--- config.mk ---
export PLATFORM = sky130hd
export DESIGN_NAME = branch_seq_ctrl
export DESIGN_NICKNAME = d
export VERILOG_FILES = /design/src/rtl/branch_seq_ctrl_pkg.sv /design/src/rtl/branch_stat_cnt.sv /design/src/rtl/branch_seq_ctrl.sv
export SDC_FILE = /design/constraint.sdc
export NUM_CORES = 1
export LEC_CHECK = 0
export CAP_MARGIN = 20
export CORE_MARGIN = 2
export CORE_UTILIZATION = 23
export DETAILED_ROUTE_END_ITERATION = 10
export GPL_ROUTABILITY_DRIVEN = 0
export HOLD_SLACK_MARGIN = 0.15
export PLACE_DENSITY_LB_ADDON = 0.08
export SYNTH_ARGS = -nofsm -noshare
export SYNTH_HDL_FRONTEND = slang
export SYNTH_SLANG_ARGS = --single-unit
--- constraint.sdc ---
create_clock -name Clk -period 2.1 [get_ports Clk]
set_clock_uncertainty 0.1 [all_clocks]
set_input_delay 0.42 -clock Clk [delete_from_list [all_inputs] [get_ports Clk]]
set_output_delay 0.42 -clock Clk [all_outputs]
set_load 0.01 [all_outputs]
--- src/rtl/branch_seq_ctrl_pkg.sv ---
// Shared definitions for the conditional-branch sequencer: state encodings,
// default opcodes, condition codes and the opcode legality helper.
package branch_seq_ctrl_pkg;

    typedef enum logic [2:0] {
        ST_IDLE     = 3'd0,
        ST_RD_COND  = 3'd1,
        ST_WAIT_CON = 3'd2,
        ST_LINK     = 3'd3,
        ST_RD_TGT   = 3'd4,
        ST_DONE     = 3'd5,
        ST_ERR      = 3'd6
    } state_e;

    localparam logic [4:0] OPC_BR_DEF  = 5'b01000;
    localparam logic [4:0] OPC_BRL_DEF = 5'b01001;
    localparam int         CNT_W_DEF   = 16;

    localparam logic [1:0] COND_ZR = 2'b00;
    localparam logic [1:0] COND_NZ = 2'b01;
    localparam logic [1:0] COND_PL = 2'b10;
    localparam logic [1:0] COND_MI = 2'b11;

    // brl only counts as a branch when the link path is built in
    function automatic logic is_branch_op(input logic [4:0] opc,
                                          input logic [4:0] opc_br,
                                          input logic [4:0] opc_brl,
                                          input logic       link_en);
        return (opc == opc_br) || (link_en && (opc == opc_brl));
    endfunction

endpackage

--- src/rtl/branch_stat_cnt.sv ---
// Wrapping statistics counter with synchronous clear and increment enable.
module branch_stat_cnt #(
    parameter int CNT_W = 16
) (
    input  logic             clk,
    input  logic             clr,
    input  logic             inc,
    output logic [CNT_W-1:0] cnt
);

    logic [CNT_W-1:0] cnt_r;

    // Count up on inc; all-ones rolls over to zero
    always_ff @(posedge clk) begin
        if (clr) begin
            cnt_r <= {CNT_W{1'b0}};
        end else if (inc) begin
            cnt_r <= cnt_r + {{(CNT_W-1){1'b0}}, 1'b1};
        end else begin
            cnt_r <= cnt_r;
        end
    end

    assign cnt = cnt_r;

endmodule

--- src/rtl/branch_seq_ctrl.sv ---
// Multi-cycle br/brl sequencer with start/done handshake and branch statistics.
// Define BRL_LINK_EN to make brl legal and build the LINK state.
module branch_seq_ctrl
    import branch_seq_ctrl_pkg::*;
#(
    parameter logic [4:0] OPC_BR  = OPC_BR_DEF,
    parameter logic [4:0] OPC_BRL = OPC_BRL_DEF,
    parameter int         CNT_W   = CNT_W_DEF
) (
    input  logic             Clk,
    input  logic             Reset,
    input  logic             start,
    input  logic [31:0]      IR,
    input  logic             con_q,
    output logic             gra,
    output logic             grb,
    output logic             grc,
    output logic             r_out,
    output logic             r_in,
    output logic             con_in,
    output logic             pc_out,
    output logic             pc_in,
    output logic             busy,
    output logic             done,
    output logic             taken,
    output logic             illegal,
    output logic [CNT_W-1:0] br_cnt,
    output logic [CNT_W-1:0] tk_cnt
);

`ifdef BRL_LINK_EN
    localparam logic LINK_EN = 1'b1;
`else
    localparam logic LINK_EN = 1'b0;
`endif

    state_e state_r;
    logic   taken_q_r;
    logic   legal_s;
    logic   unused_ir_s;

    assign legal_s     = is_branch_op(IR[31:27], OPC_BR, OPC_BRL, LINK_EN);
    assign unused_ir_s = ^IR[26:0];

    // Sequencer: strobes are registered alongside the state they belong to
    always_ff @(posedge Clk) begin
        if (Reset) begin
            state_r   <= ST_IDLE;
            taken_q_r <= 1'b0;
            gra       <= 1'b0;
            grb       <= 1'b0;
            grc       <= 1'b0;
            r_out     <= 1'b0;
            con_in    <= 1'b0;
            pc_in     <= 1'b0;
            busy      <= 1'b0;
            done      <= 1'b0;
            taken     <= 1'b0;
            illegal   <= 1'b0;
        end else begin
            gra     <= 1'b0;
            grb     <= 1'b0;
            grc     <= 1'b0;
            r_out   <= 1'b0;
            con_in  <= 1'b0;
            pc_in   <= 1'b0;
            done    <= 1'b0;
            illegal <= 1'b0;
            busy    <= 1'b1;
            case (state_r)
                ST_IDLE: begin
                    if (start && legal_s) begin
                        state_r <= ST_RD_COND;
                        grc     <= 1'b1;
                        r_out   <= 1'b1;
                        con_in  <= 1'b1;
                    end else if (start) begin
                        state_r <= ST_ERR;
                        done    <= 1'b1;
                        illegal <= 1'b1;
                    end else begin
                        state_r <= ST_IDLE;
                        busy    <= 1'b0;
                    end
                end
                ST_RD_COND: begin
                    state_r <= ST_WAIT_CON;
                end
                ST_WAIT_CON: begin
                    taken_q_r <= con_q;
                    if (!con_q) begin
                        // taken is published with done so it is valid in the done cycle
                        state_r <= ST_DONE;
                        done    <= 1'b1;
                        taken   <= 1'b0;
                    end else
`ifdef BRL_LINK_EN
                    if (IR[31:27] == OPC_BRL) begin
                        state_r <= ST_LINK;
                        gra     <= 1'b1;
                    end else
`endif
                    begin
                        state_r <= ST_RD_TGT;
                        grb     <= 1'b1;
                        r_out   <= 1'b1;
                        pc_in   <= 1'b1;
                    end
                end
                ST_LINK: begin
                    state_r <= ST_RD_TGT;
                    grb     <= 1'b1;
                    r_out   <= 1'b1;
                    pc_in   <= 1'b1;
                end
                ST_RD_TGT: begin
                    state_r <= ST_DONE;
                    done    <= 1'b1;
                    taken   <= taken_q_r;
                end
                ST_DONE: begin
                    state_r <= ST_IDLE;
                    busy    <= 1'b0;
                end
                ST_ERR: begin
                    state_r <= ST_IDLE;
                    busy    <= 1'b0;
                end
                default: begin
                    state_r <= ST_IDLE;
                    busy    <= 1'b0;
                end
            endcase
        end
    end

`ifdef BRL_LINK_EN
    // LINK drives PC onto BUS and writes it into R[ra]; gra marks exactly that state
    assign pc_out = gra;
    assign r_in   = gra;
`else
    assign pc_out = 1'b0;
    assign r_in   = 1'b0;
`endif

    branch_stat_cnt #(.CNT_W(CNT_W)) u_br_cnt (
        .clk (Clk),
        .clr (Reset),
        .inc (state_r == ST_DONE),
        .cnt (br_cnt)
    );

    branch_stat_cnt #(.CNT_W(CNT_W)) u_tk_cnt (
        .clk (Clk),
        .clr (Reset),
        .inc ((state_r == ST_DONE) && taken_q_r),
        .cnt (tk_cnt)
    );

endmodule

## After elaboration in Yosys (flattened, before gate mapping)

Index checks and enable logic that the tools add are counted.

| cells by class | value |
|---|---|
| bitwise gates (word level) | 1 |
| mux-type cells | 16 |
| add/subtract/negate cells | 2 |
| equal/unequal tests | 7 |
| reductions and logical operators | 7 |

Operator list:

| cell | number |
|---|---|
| 16-bit by 1-bit adder with 16-bit output (second input constant) | 2 |
| 3-bit one-hot mux with 5 select lines | 1 |
| 1-bit two-way mux | 8 |
| 3-bit by 2-bit equality test with 1-bit output (second input constant) | 2 |
| 3-bit equality test (second input constant) | 2 |
| 3-bit two-way mux | 2 |
| 1-bit one-hot mux with 2 select lines | 3 |
| 1-bit one-hot mux with 3 select lines | 2 |
| 5-bit by 4-bit equality test with 1-bit output (second input constant) | 1 |
| 4-bit OR reduction | 1 |
| 3-bit by 1-bit equality test with 1-bit output (second input constant) | 1 |
| 3-bit zero test | 1 |
| 1-bit logical AND | 2 |
| 2-bit inequality test (second input constant) | 1 |
| 2-bit AND reduction | 1 |
| 2-bit nonzero test | 1 |
| 2-bit OR reduction | 1 |
| 1-bit NOT | 1 |

| storage, ports and cells | value |
|---|---|
| word-level logic and storage cells | 44 |
| input bits | 36 |
| output and inout port bits | 44 |
| register bits after elaboration | 43 |

## Longest topological paths before layout

| depth | value |
|---|---|
| depth in word-level cells | 4 |
| gate-level depth with buffers | 6 |
| gate-level depth less buffers | 5 |

## Cells and area by module

Synthesis repeated with hierarchy kept, for this count alone.

| unflattened totals | value |
|---|---|
| cells, all modules | 223 |
| area total of the unflattened synthesis | 2,009.4 µm² |

Modules (own cells, without submodules):

| module | area each (µm²) | instances | cells each | sequential area each (µm²) |
|---|---|---|---|---|
| branch_stat_cnt | 757.0 | 2 | 83 | 320.3 |
| branch_seq_ctrl | 495.5 | 1 | 57 | 220.2 |

## Worst setup path before layout

OpenSTA, ideal clock, no wires.

| timing path | value |
|---|---|
| path type | reg2reg |
| start point | reg u_tk_cnt.cnt_r[3] (netlist: u_tk_cnt.cnt[3]) |
| end point | reg u_tk_cnt.cnt_r[15] (netlist: u_tk_cnt.cnt[15]) |
| data arrival time | 1.668 ns |
| cell stages (with the launch flop) | 5 |
| data required time | 1.929 ns |
| setup slack | 0.261 ns |
| setup time | 0.071 ns |
| period minus slack after synthesis | 1.839 ns |
| path buffers | 0 |
| path through | dfxtp_1 > nand4_1 > or3_4 > or4_1 > a21oi_1 |

| on the way | value |
|---|---|
| longest elaborated chain between the ends | 1 |

RTL lines:

| what | RTL line | RTL |
|---|---|---|
| from (decl) | branch_stat_cnt.sv:11 | `logic [CNT_W-1:0] cnt_r;` |
| from (signal assigned) | branch_stat_cnt.sv:16 | `cnt_r <= {CNT_W{1'b0}};` |
| from (signal assigned) | branch_stat_cnt.sv:18 | `cnt_r <= cnt_r + {{(CNT_W-1){1'b0}}, 1'b1};` |
| from (signal assigned) | branch_stat_cnt.sv:20 | `cnt_r <= cnt_r;` |
| 16-bit by 1-bit adder with 16-bit output | branch_stat_cnt.sv:18 |  |

Every way passes these cells.
A chain may end at the register's enable or synchronous reset.

## Worst setup path in the final report

| timing path | value |
|---|---|
| start point | reg state_r[2] |
| end point | reg u_br_cnt.cnt_r[15] (netlist: u_br_cnt.cnt[15]) |

| on the way | value |
|---|---|
| longest elaborated chain between the ends | 1 |

RTL lines:

| what | RTL line | RTL |
|---|---|---|
| from (decl) | branch_seq_ctrl.sv:37 | `state_e state_r;` |
| from (signal assigned) | branch_seq_ctrl.sv:48 | `state_r <= ST_IDLE;` |
| from (signal assigned) | branch_seq_ctrl.sv:73 | `state_r <= ST_RD_COND;` |
| from (signal assigned) | branch_seq_ctrl.sv:78 | `state_r <= ST_ERR;` |
| 3-bit equality test | branch_seq_ctrl.sv:149 | `.inc (state_r == ST_DONE),` |
| to (signal assigned) | branch_stat_cnt.sv:16 |  |
| to (signal assigned) | branch_stat_cnt.sv:18 |  |
| to (signal assigned) | branch_stat_cnt.sv:20 |  |
| to (decl) | branch_stat_cnt.sv:11 |  |

Every way passes these cells.

==> results.md <==
| Result | This run |
|:---|:---|
| Number of warnings issued by yosys | 0 |
| Number of enable-type register cells in the synthesized netlist | 0 |
| Share of synthesized cell area in and, or, nand and nor gates | 0.2865 |
| Most used flip-flop cell after synthesis | dfxtp_1 |
| Share of synthesized area occupied by flip-flops and latches | 0.4500 |
| Cell area power density | 588.7 mW/mm2 |
| Cell types occupying the most area after synthesis | dfxtp_1 45%, xnor2_1 6.4%, nor2_1 5.3% |
| Area fraction in compound gates after synthesis | 0.08764 |
| Netlist cell types | 38 |
| Flop and latch count out of synthesis | 43 |
| Final hold vios | 0 |
| Outcome | completed |
| WP buf/inv | 0 |
| Cell family with most CP delay | simple AND/OR/NAND/NOR gates |
| Fraction of synthesized area in multiplexers | 0.005232 |
| Antenna viol nets, final | 0 |
| DR DRC count | 0 |
| Largest fanout on the critical path | 5 |
| Data arrival time of the critical path | 2.06 ns |
| Die outline width | 95.20 um |
| Fin crit share | 0.9229 |
| List of most frequent post-synthesis cells | 43 x dfxtp_1, 27 x nor2_1, 14 x a21oi_1, 14 x xnor2_1, 13 x nand2_1 |
| Total I/O pin count | 80 |
| Total Die Area | 0.009063 mm2 |
| Fillers | 874 |
| Pin count of the biggest net entering global routing | 44 |
| Post-CTS Hold Buffers | 0 |
| Crit end category | flip-flop |
| Count of TritonRoute iterations in the first routing pass | 4 |
| Chain of cells forming the critical path | nand3b_4 > or4_1 > or3_1 > a21oi_1 |
| CTS buffer count | 5 |
| Number of vias per cell | 4.358 |
| Delay contributed by the slowest stage of the critical path | 0.63 ns |
| Cell chosen for the clock root | clkbuf_8 |
| Latest clock arrival within the worst-skew pair | 0.29 ns |
| Number of global-route vias before repair | 1604 |
| Iteration-0 DRC count of the detailed router | 33 |
| Largest family of logic cells by synthesized area | simple AND/OR/NAND/NOR gates |
| CP startpoint kind | flip-flop |
| Number of inserted diodes | 0 |
| Footprint of the flip-flops and latches | 860.8 um2 |
| Overall via count from detail_route | 1678 |
| Count of pins over their slew limit | 0 |
| Floorplan die height | 95.20 um |
| Achievable frequency | 515.9 MHz |
| Wire length per cell | 12.19 um |
| Proportion of layout cells with a drive suffix above 1 | 0.1143 |
| Min-Delay Path Class | flip-flop to flip-flop |
| IR Drop Worst-Case VDD | 0.2023 mV |
| Crit Path Category | flip-flop to flip-flop |
| Number of instances resized during post-cts repair | 0 |
| Post-synthesis instance total | 218 |
| Detailed placement HPWL | 3308 um |
| WL final | 4694 um |
| Overall power of the completed layout | 1.581 mW |
| Post-Synth Adder-Cell Area | 0.01308 |
| Sum of negative setup slack | 0 ns |
| Number of levels the H-tree was split into | 2 |
| Max-capacitance violation count | 0 |
| Asr flop ratio synth | 0 |
| Wire length of the first global-routing pass | 7665 um |
| Post-synth top area cell | dfxtp_1 |
| Initial Utilization | 0.2352 |
| Area delta synth->final | 40.42% |
| Cell row count | 33 |
| Mapped Avg Cell Area | 8.776 um2 |
| Static leakage | 0.9295 nW |
| Fin crit period | 1.938 ns |
| Top-area cell type share of the netlist area | 0.4500 |
| Post-layout nets | 317 |
| Grt total ovfl | 0 |
| Total number of clock tree sinks | 43 |
| Most used standard cell by instance count after synthesis | dfxtp_1 |
| Final setup violation count | 0 |
| CTS max path bufs | 2 |
| Post-synthesis instance area | 0.001913 mm2 |
| Area taken by multi-input logic gates | 945.9 um2 |
| Antenna violations before repair | 0 |
| Number of I/O port buffers | 49 |
| Setup repair after global routing missed its margin | no |
| Cell type of the slowest stage on the worst timing path | or4_1 |
| Number of post-CTS setup repair buffers | 0 |
| Critical path data required time | 2.22 ns |
| Clock Pin Slew Worst Setup and Hold Paths | 0.08 ns |
| Core outline area | 0.008134 mm2 |
| Overall global routing resource usage | 0.1077 |
| CTS tree | built |
| XOR/XNOR Fraction of Synth Area | 0.09614 |
path summary, 6_finish.rpt:
check                  start                to  slack, ns  cells past startpoint
setup / recovery  state_r[2]  u_br_cnt.cnt[15]       0.16                      4
hold / removal         taken             taken       0.38                      2
setup reg to reg  state_r[2]  u_br_cnt.cnt[15]       0.16                      4
hold reg to reg        taken             taken       0.38                      2
stage by stage:
step / setup slack, ns / util / std cells / cell area, um2 / hold WS, ns
after floorplan: 0.2613 / - / 220 / 1921 / 0.3941
after global placement: 0.1214 / 0.3200 / 377 / 2603 / 0.3619
after detailed placement: 0.1425 / 0.3200 / 377 / 2603 / 0.3779
after CTS: 0.1399 / 0.3303 / 385 / 2686 / 0.3900
after global routing: 0.01517 / 0.3303 / 385 / 2686 / 0.4118
final: 0.1618 / 0.3303 / 385 / 2686 / 0.3828
cells in the final DEF, fill, tap and decap left out, types with 3 or more instances in the layout:
| cell type | count |
|---|---|
| xor2_1 | 7 |
| nand2b_1 | 3 |
| inv_1 | 7 |
| buf_4 | 17 |
| nor3_1 | 7 |
| nor2_1 | 27 |
| nand3_1 | 9 |
| dfxtp_1 | 43 |
| clkinv_2 | 3 |
| or3_1 | 10 |
| xnor2_1 | 14 |
| clkdlybuf4s50_1 | 49 |
| nand2_1 | 13 |
| a21oi_1 | 14 |
| conb_1 | 3 |
| o21ai_0 | 9 |
| nor4_1 | 8 |
| clkbuf_8 | 5 |
| nand4_1 | 7 |
kinds of logic after synthesis:
logic type               count (synthesis)
AND/OR/NAND/NOR                         98
flip-flops                              43
AO/OA/AOI/OAI                           30
buffers and inverters                   22
XOR/XNOR                                21
adder cells (fa/ha/maj)                  2
other                                    1
multiplexers                             1
area by class of cell:
cell class / instances / share of cell area
Multi-Input combinational cell: 155 / 0.3521
Sequential cell: 43 / 0.3204
Timing Repair Buffer: 67 / 0.2375
Tap cell: 105 / 0.04891
Clock buffer: 5 / 0.02562
Inverter: 7 / 0.009781
Clock inverter: 3 / 0.005589
routing by layer:
| layer | part of all wire | global-route usage | vias up |
|---|---|---|---|
| li1 | - | - | 877 |
| met1 | 0.51 | 0.1435 | 771 |
| met2 | 0.44 | 0.1714 | 28 |
| met3 | 0.038 | 0.02688 | 2 |
| met4 | 0.0092 | 0.03261 | 0 |
| met5 | 0 | 0 | - |
report_power, final:
part / total (mW) / internal, mW / switching (mW)
Clock: 0.512 / 0.228 / 0.284
Combinational: 0.201 / 0.104 / 0.0968
Sequential: 0.869 / 0.841 / 0.0274
tightest hold or removal path, cell delays in order, from the launching register on:
cell     delay, ns
dfxtp_1       0.31
o21ai_0       0.07
a21oi_1       0.06
sequential cells by signal, indices dropped and copies added (netlist names):
signal        cells
u_br_cnt.cnt     16
u_tk_cnt.cnt     16
state_r           3
busy              1
con_in            1
done              1
illegal           1
pc_in             1
r_out             1
taken             1
taken_q_r         1
(Power assumes the default switching activity.)
